### src/rtl/oc8051_xrom_fetch_pkg.sv
// Shared definitions for the external program-memory fetch unit.
//   xf_state_e : bus FSM encoding (IDLE / FETCH / DRAIN, 2 bits)
package oc8051_xrom_fetch_pkg;

    typedef enum logic [1:0] {
        XfIdle  = 2'd0,
        XfFetch = 2'd1,
        XfDrain = 2'd2
    } xf_state_e;

endpackage

### src/rtl/oc8051_fetch_queue.sv
// Circular byte prefetch queue for the external fetch unit.
// Ports:
//   clk, rst        : clock, synchronous active-low reset
//   flush           : clear pointers and count (priority over push/pop)
//   push, push_data : write one byte at the write pointer
//   pop_len         : bytes consumed this cycle (0 = none)
//   count           : bytes currently held
//   count_next      : count after this cycle's flush/push/pop
//   op1, op2, op3   : bytes at head, head+1, head+2 (modulo DEPTH)
module oc8051_fetch_queue #(
    parameter int unsigned DEPTH = 4
) (
    input  logic                   clk,
    input  logic                   rst,
    input  logic                   flush,
    input  logic                   push,
    input  logic [7:0]             push_data,
    input  logic [1:0]             pop_len,
    output logic [$clog2(DEPTH):0] count,
    output logic [$clog2(DEPTH):0] count_next,
    output logic [7:0]             op1,
    output logic [7:0]             op2,
    output logic [7:0]             op3
);

    localparam int unsigned AW = $clog2(DEPTH);
    localparam int unsigned CW = AW + 1;

    logic [7:0]    mem_q [DEPTH];
    logic [AW-1:0] rptr_q, wptr_q;
    logic [AW-1:0] rptr_p1, rptr_p2;
    logic [CW-1:0] count_q;

    always_comb begin
        count_next = count_q + CW'(push) - CW'(pop_len);
        if (flush) begin
            count_next = '0;
        end
    end

    always_ff @(posedge clk) begin
        if (!rst) begin
            rptr_q  <= '0;
            wptr_q  <= '0;
            count_q <= '0;
            mem_q   <= '{default: 8'h00};
        end else begin
            count_q <= count_next;
            if (flush) begin
                rptr_q <= '0;
                wptr_q <= '0;
            end else begin
                if (push) begin
                    mem_q[wptr_q] <= push_data;
                    wptr_q        <= wptr_q + AW'(1);
                end
                rptr_q <= rptr_q + AW'(pop_len);
            end
        end
    end

    assign rptr_p1 = rptr_q + AW'(1);
    assign rptr_p2 = rptr_q + AW'(2);

    assign count = count_q;
    assign op1   = mem_q[rptr_q];
    assign op2   = mem_q[rptr_p1];
    assign op3   = mem_q[rptr_p2];

endmodule

### src/rtl/oc8051_xrom_fetch.sv
// External program-memory fetch unit: runs byte reads on the external
// instruction bus, fills a prefetch queue and hands three bytes at a time
// to the instruction select stage.
// Ports:
//   clk, rst              : clock, synchronous active-low reset
//   pc_i, pc_wr_i         : new fetch address / flush-and-restart strobe
//   istb_i, ilen_i        : instruction request and bytes consumed (0..3)
//   iack_o                : three valid head bytes while requested
//   op1_x, op2_x, op3_x   : queue head bytes 0/1/2
//   xadr_o, xstb_o        : external address and read strobe (registered)
//   xdat_i, xack_i        : external read data and cycle acknowledge
module oc8051_xrom_fetch
    import oc8051_xrom_fetch_pkg::*;
#(
    parameter int unsigned DEPTH = 4
) (
    input  logic        clk,
    input  logic        rst,
    input  logic [15:0] pc_i,
    input  logic        pc_wr_i,
    input  logic        istb_i,
    input  logic [1:0]  ilen_i,
    output logic        iack_o,
    output logic [7:0]  op1_x,
    output logic [7:0]  op2_x,
    output logic [7:0]  op3_x,
    output logic [15:0] xadr_o,
    output logic        xstb_o,
    input  logic [7:0]  xdat_i,
    input  logic        xack_i
);

    localparam int unsigned CW = $clog2(DEPTH) + 1;

    xf_state_e     state_q, state_d;
    logic [15:0]   fadr_q, fadr_d;
    logic [15:0]   xadr_q, xadr_d;
    logic          xstb_q, xstb_d;
    // Fetching stays off after reset until the first PC write.
    logic          run_q, run_d;
    logic [CW-1:0] count, count_next;
    logic          push, room;
    logic [1:0]    pop_len;

    assign iack_o  = istb_i & (count >= CW'(3)) & ~pc_wr_i;
    assign pop_len = iack_o ? ilen_i : 2'd0;
    // Bytes returned in DRAIN, or overtaken by a PC write, are dropped.
    assign push    = (state_q == XfFetch) & xstb_q & xack_i & ~pc_wr_i;
    assign room    = count_next < CW'(DEPTH);

    oc8051_fetch_queue #(
        .DEPTH(DEPTH)
    ) u_queue (
        .clk       (clk),
        .rst       (rst),
        .flush     (pc_wr_i),
        .push      (push),
        .push_data (xdat_i),
        .pop_len   (pop_len),
        .count     (count),
        .count_next(count_next),
        .op1       (op1_x),
        .op2       (op2_x),
        .op3       (op3_x)
    );

    always_comb begin
        state_d = state_q;
        fadr_d  = fadr_q;
        run_d   = run_q | pc_wr_i;
        if (pc_wr_i) begin
            fadr_d = pc_i;
        end else if (push) begin
            fadr_d = fadr_q + 16'd1;
        end
        unique case (state_q)
            XfIdle: begin
                if (pc_wr_i || (run_q && room)) begin
                    state_d = XfFetch;
                end
            end
            XfFetch: begin
                if (xack_i) begin
                    state_d = (pc_wr_i || room) ? XfFetch : XfIdle;
                end else if (pc_wr_i) begin
                    state_d = XfDrain;
                end
            end
            XfDrain: begin
                if (xack_i && !pc_wr_i) begin
                    state_d = XfFetch;
                end
            end
            default: state_d = XfIdle;
        endcase
        xstb_d = (state_d != XfIdle);
        // DRAIN keeps the abandoned cycle's address on the bus until its ack.
        xadr_d = (state_d == XfDrain) ? xadr_q : fadr_d;
    end

    always_ff @(posedge clk) begin
        if (!rst) begin
            state_q <= XfIdle;
            fadr_q  <= 16'h0000;
            xadr_q  <= 16'h0000;
            xstb_q  <= 1'b0;
            run_q   <= 1'b0;
        end else begin
            state_q <= state_d;
            fadr_q  <= fadr_d;
            xadr_q  <= xadr_d;
            xstb_q  <= xstb_d;
            run_q   <= run_d;
        end
    end

    assign xadr_o = xadr_q;
    assign xstb_o = xstb_q;

endmodule

### config.mk
export PLATFORM = sky130hd
export DESIGN_NAME = oc8051_xrom_fetch
export DESIGN_NICKNAME = d
export VERILOG_FILES = /design/src/rtl/oc8051_xrom_fetch_pkg.sv /design/src/rtl/oc8051_fetch_queue.sv /design/src/rtl/oc8051_xrom_fetch.sv
export SDC_FILE = /design/constraint.sdc
export NUM_CORES = 1
export LEC_CHECK = 0
export BUFFER_PORTS_ARGS = -buffer_cell sky130_fd_sc_hd__buf_4
export CORE_ASPECT_RATIO = 2
export CORE_MARGIN = 2
export CORE_UTILIZATION = 55
export DETAILED_ROUTE_END_ITERATION = 8
export HOLD_SLACK_MARGIN = 0.05
export PLACE_DENSITY = 0.79
export SLEW_MARGIN = 20
export SYNTH_ARGS = -nofsm -noshare
export SYNTH_HDL_FRONTEND = slang
export SYNTH_SLANG_ARGS = --single-unit
### constraint.sdc
create_clock -name clk -period 3.9 [get_ports clk]
set_input_delay 0.78 -clock clk [delete_from_list [all_inputs] [get_ports clk]]
set_output_delay 0.78 -clock clk [all_outputs]
set_load 0.005 [all_outputs]
==> results of run 1 <==
## flip-flops by register name, indices dropped and copies added (netlist names)
name	flops
fadr_q	16
xadr_o	16
u_queue.wptr_q	2
run_q	1
u_queue.count	3
state_q	2
u_queue.mem_q	32
u_queue.rptr_q	2
xstb_o	1
## area by class of cell
| cell class | instances | area (µm²) |
|---|---|---|
| clock buffer | 11 | 242.7 |
| clock inverter | 5 | 100.1 |
| fill | 523 | 2103 |
| inverter | 9 | 33.78 |
| multi-input combinational | 282 | 2146 |
| sequential | 75 | 1501 |
| tap | 90 | 112.6 |
| timing repair buffer | 79 | 593.1 |
## power by group through the flow
stage / Combinational [W] / Sequential [W] / Clock [W]
3_5_place_dp: 0.000154 / 0.000840 / 0
6_report: 0.000153 / 0.000824 / 0.000950
4_1_cts: 0.000155 / 0.000824 / 0.000962
3_3_place_gp: 0.000153 / 0.000839 / 0
5_1_grt: 0.000171 / 0.000829 / 0.00100
2_1_floorplan: 0.0000863 / 0.000834 / 0
## worst register-to-register path, delay by kind of cell, from the launching register on
family          cells  cell delay, ns
fa+ha+maj           3            0.77
simple gates        3            0.55
compound gates      3            0.53
flops               1            0.34
xor+xnor            2            0.33
buf+inv             1            0.04
## cell families (layout without fill, tap and decap cells)
| logic type | count (synthesis) | in the layout | synth area share, % |
|---|---|---|---|
| and+or+nand+nor | 146 | 146 | 19.09 |
| DFF | 75 | 75 | 39.29 |
| AOI/OAI and AO/OA | 70 | 70 | 11.53 |
| muxes | 41 | 41 | 18.63 |
| buffers and inverters | 37 | 104 | 4.551 |
| xor gates and xnor gates | 15 | 15 | 3.438 |
| adders and majority gates | 10 | 10 | 3.471 |
## placed cells by master (no fill, tap or decap), types with 3 or more instances in the layout
master / n
a211oi_1: 3
o31ai_1: 11
a21o_1: 4
mux4_2: 24
xor2_1: 11
nor3_1: 6
nand3_1: 19
a21oi_1: 25
nand2_1: 42
mux2i_1: 16
ha_1: 9
clkbuf_16: 9
and2_1: 11
and3_1: 4
o21ai_0: 15
a32oi_1: 3
nor2b_1: 3
buf_4: 79
dfxtp_1: 75
inv_1: 9
bufinv_16: 3
xnor2_1: 4
nor2_1: 45
## how the worst max path moves through the flow
stage	start	to	slack (ns)
floorplan	pc_wr_i	state_q[0]	0.61
global placement	pc_wr_i	state_q[0]	0.62
detailed placement	pc_wr_i	state_q[0]	0.58
CTS	pc_wr_i	state_q[0]	0.93
global route	pc_wr_i	state_q[0]	0.76
finish	pc_wr_i	state_q[0]	0.92
## per-layer routing
layer | up-vias | wire length [µm] | track usage, %
met5 | - | 0 | 0
met4 | 0 | 147 | 9.167
met3 | 11 | 350 | 5.540
met2 | 76 | 4049 | 34.31
met1 | 1482 | 3593 | 30.30
li1 | 1545 | - | -
## stage by stage
step	power, W	worst slack, ns
finish	0.001928	0.9247
global route	0.002001	0.7579
CTS	0.001941	0.9302
detailed placement	0.0009944	0.5827
global placement	0.0009919	0.6196
floorplan	0.0009207	0.6149
==> reports/qor.yml, run 1 <==
power_and_ir_drop:
  p_leak_nw: 1.897
  internal-power_w: 0.001513
  clockPowerShare_pct: 49.3
  vdd_drop_max_v: 0.0003590
  p_switching_w: 0.0004145
  p_per_area_nw_per_um2: 407.6
  power_frac_comb_pct: 7.9
  p_sw_share_pct: 21.50
  seqPwrFrac_pct: 42.8
logic_synthesis:
  synth_flop_cell: "dfxtp_1"
  synth_top_area_share_pct: 39.29
  yosys.area.top_type: "dfxtp_1"
  post-synth-top-count-cell: "dfxtp_1"
  synthArstFlopShare_pct: 0
  synth_area_leaders: "dfxtp_1, mux4_2, nor2_1"
  ys_seq_area_share_pct: 39.29
  ys_types: 45
  synth_fp_nets: 435
  synthesis.area_um2: 3821
  synth_warnings: 0
  synth_commonest_cells: "dfxtp_1, nor2_1, nand2_1, a21oi_1, mux4_2"
  syn_inst: 394
  synth-seq-cells: 75
  syn_area_per_cell_um2: 9.698
  synth_edf_count: 0
setup_path:
  critical_path.top_delay_family: "adder cells"
  crit_slowest_cell: "fa_1"
  cp-end-kind: "register"
  cp.buffers_inverters: 2
  path_cells: "buf_4, nor3b_1, and2_1, ha_1, inv_1, ha_1, fa_1, xor2_1, xnor2_1, nor2_1, o311a_1, o211a_1"
  r2r-end: "state_q[0]"
  required_ns: 4.13
  max_stage_delay_ns: 0.43
  r2r_start: "u_queue.count[1]"
  start_kind: "input pin"
  r2r_setup_slack_ns: 1.23
  cp.arrival_ns: 3.20
  crit_cells: 12
  cp_max_fo: 30
  ff2ff_path_depth: 12
  crit_path_frequent_cell: "ha_1"
  critPathKind: "input pin to register"
floorplan:
  die_height_um: 121.9
  num_rows: 43
  die_area_um2: 7671
  start_util_pct: 55.92
  die_x_um: 62.94
  fp.coreArea_um2: 6833
  io_pins: 73
clock_network:
  clockBufferDepth: 2
  root_buffer: "clkbuf_16"
  insertion_delay_ns: 0.34
  cts.sinks: 75
  cts_hold_buf: 0
  h-tree-depth: 3
  path_clk_slew_ns: 0.06
  numCtsBuffers: 9
  cts.repair.resized: 0
  cts_tree: "built"
  post-cts-setup-buffers: 0
cells_and_area:
  syn_to_final_growth_pct: 23.77
  final_layout_size_suffix_gt1_share_pct: 27.77
  nets: 497
  antenna_cells: 0
  fin_cells: 551
  stdcell_area_um2: 4730
  utilization_pct: 69.22
timing:
  timing.final.crit_share_pct: 76.29
  finalSetupTns_ns: 0
  period_minus_slack_ns: 2.975
  slew_headroom_pct: 42.97
  worst_pin_slew_ns: 0.8338
  fin_skew_ns: 0.005637
  whs_ns: 0.4649
  hold_viol: 0
  slew_violations: 0
  setup_viol: 0
  rsz0062_at_grt: "no"
  max_freq_mhz: 336.1
hold_path:
  hold_start: "run_q"
  min_to: "run_q"
  min_path_type: "register to register"
  whs_path_depth: 2
detailed_routing:
  avgViaCountPerCell: 5.652
  wire_per_inst_um: 14.77
  route.vias.total: 3114
  first_iter_violations: 225
  drc: 0
  drtAntennaViolNets: 0
  wl_um: 8140
  dr.pass1.iters: 4
grt:
  grt.overflow.total: 0
  grt_pass1_wl_um: 13540
  grt_pass1_vias: 2805
  grt_use_total_pct: 22.40
  grt_start_max_net_pins: 40
  antenna_found_initial: 0
placed_design:
  gp_congestion: 0.7794
  dp_cells: 535
  post_dp_cell_area_um2: 4387
  hpwlAfterDp_um: 5562
  portBuffers: 72
status:
  outcome: "complete, no violations"
job:
  cap_violations: 0
Power figures use the tool's default switching activity.
==> run 2: changes to the inputs <==
==> constraint.sdc (replaced) <==
create_clock -name clk -period 3 [get_ports clk]
set_input_delay 0.6 -clock clk [delete_from_list [all_inputs] [get_ports clk]]
set_output_delay 0.6 -clock clk [all_outputs]
set_load 0.005 [all_outputs]
==> run 2 against run 1 <==
Net effect:
- critical path depth did not move
- highest routed layer unchanged
- count of clock-buffer cells in the layout up 1
- utilization decreased by 0.68 points
- sequential power grew 30%
- global-route usage is 0.57 points higher
- critical endpoint unchanged
- critical path type is now register to register
- sequential share of layout area rose by 0.31 points
- cell count is 0.54% higher
- final area fell by 0.98%
==> reports/qor.yml, run 2 (synthesized netlist as in run 1, its figures left out) <==
status:
  outcome: "complete, no violations"
clock_network:
  h-tree-depth: 3
  post-cts-setup-buffers: 0
  path_clk_slew_ns: 0.05
  cts_tree: "built"
  numCtsBuffers: 9
  cts.repair.resized: 0
  cts_hold_buf: 0
  insertion_delay_ns: 0.33
  clockBufferDepth: 2
  cts.sinks: 75
  root_buffer: "clkbuf_16"
detailed_routing:
  wire_per_inst_um: 14.86
  drc: 0
  wl_um: 8231
  avgViaCountPerCell: 5.534
  first_iter_violations: 150
  route.vias.total: 3066
  drtAntennaViolNets: 0
  dr.pass1.iters: 4
timing:
  period_minus_slack_ns: 2.681
  worst_pin_slew_ns: 0.6130
  hold_viol: 0
  slew_violations: 0
  rsz0062_at_grt: "no"
  setup_viol: 0
  fin_skew_ns: 0.004124
  timing.final.crit_share_pct: 89.38
  slew_headroom_pct: 59.14
  max_freq_mhz: 373.0
  finalSetupTns_ns: 0
placed_design:
  hpwlAfterDp_um: 5590
  dp_cells: 539
  portBuffers: 72
  gp_congestion: 0.8034
grt:
  grt_pass1_vias: 2895
  grt_pass1_wl_um: 13870
  antenna_found_initial: 0
  grt.met3_usage_pct: 4.524
  grt_use_total_pct: 22.97
  grt_start_max_net_pins: 36
  grtUsageMet2_pct: 36.97
  grt.overflow.total: 0
  use_met1_pct: 30.25
  grt.busiest_layer: "met2"
setup_path:
  cp-end-kind: "register"
  cp_max_fo: 2
  required_ns: 3.22
  cp.arrival_ns: 2.90
  r2r_start: "u_queue.count[1]"
  critPathKind: "register to register"
  start_kind: "register"
  crit_start: "u_queue.count[1]"
cells_and_area:
  layout_common_cells: "buf_4, dfxtp_1, nor2_1"
  regMostFlops: "u_queue.mem_q"
  largest_reg_flops: 32
  fin_cells: 554
  utilization_pct: 68.54
  nets: 501
  layout_commonest_cell: "buf_4"
  num-fill-cells: 564
  final_layout_size_suffix_gt1_share_pct: 28.23
  antenna_cells: 0
  syn_to_final_growth_pct: 22.56
floorplan:
  io_pins: 73
  die_area_um2: 7671
  start_util_pct: 55.92
  num_rows: 43
  fp.coreArea_um2: 6833
  die_height_um: 121.9
  die_x_um: 62.94
power_and_ir_drop:
  vdd_drop_max_v: 0.0003656
  p_per_area_nw_per_um2: 476.2
  power_w: 0.002230
  p_leak_nw: 1.882
hold_path:
  hold_start: "xadr_o[0]"
  min_path_type: "register to register"
job:
  cap_violations: 0
-- run 2: cell count changes in the layout (fill, tap and decap cells not counted), sizes merged --
| cell | previous run | this run |
|---|---|---|
| buf | 79 | 83 |
| bufinv | 3 | 0 |
| clkbuf | 11 | 12 |
| clkinv | 2 | 3 |
-- run 2: final timing paths --
kind | cells past startpoint | to | slack [ns]
min | 2 | xadr_o[0] | 0.47
max reg2reg | 12 | state_q[0] | 0.32
max | 12 | state_q[0] | 0.32
min reg2reg | 2 | xadr_o[0] | 0.47
-- run 2: metrics by stage --
step | cell area, µm² | setup slack [ns] | hold slack (ns)
after floorplan | 3826 | 0.01745 | 0.4354
after global placement | 4422 | 0.08387 | 0.4484
after detailed placement | 4422 | 0.01458 | 0.4615
after CTS | 4683 | 0.2917 | 0.4688
after global routing | 4683 | 0.1301 | 0.4860
final | 4683 | 0.3187 | 0.4680
-- run 2: final cells by class --
type | instances | area, µm² | share of cell area, %
clock buffer | 12 | 246.5 | 5.263
sequential | 75 | 1501 | 32.06
multi-input combinational | 282 | 2151 | 45.93
timing repair buffer | 83 | 623.1 | 13.30
clock inverter | 3 | 15.01 | 0.3206
inverter | 9 | 33.78 | 0.7213
tap | 90 | 112.6 | 2.404
-- run 2: worst max-delay path, cell delays in order (launching register included) --
cell     delay, ns
dfxtp_1       0.31
a21oi_1       0.19
nor3b_2       0.07
and2_1        0.17
ha_1          0.29
inv_1         0.05
ha_1          0.21
fa_1          0.43
xor2_1        0.16
xnor2_1       0.16
nor2_1        0.07
o311a_1       0.35
o211a_1       0.12
-- run 2: power by group --
group	leakage [nW]	internal, W	switching [W]
combinational	1.14	0.000101	0.000103
clock	0.132	0.000573	0.000381
sequential	0.613	0.00104	0.0000341
total	1.88	0.00171	0.000518
-- run 2: routing by layer --
layer | wire length (µm) | vias to the layer above
met2 | 4109 | 79
met5 | 0 | -
met1 | 3620 | 1430
met3 | 339 | 13
met4 | 161 | 0
li1 | - | 1544
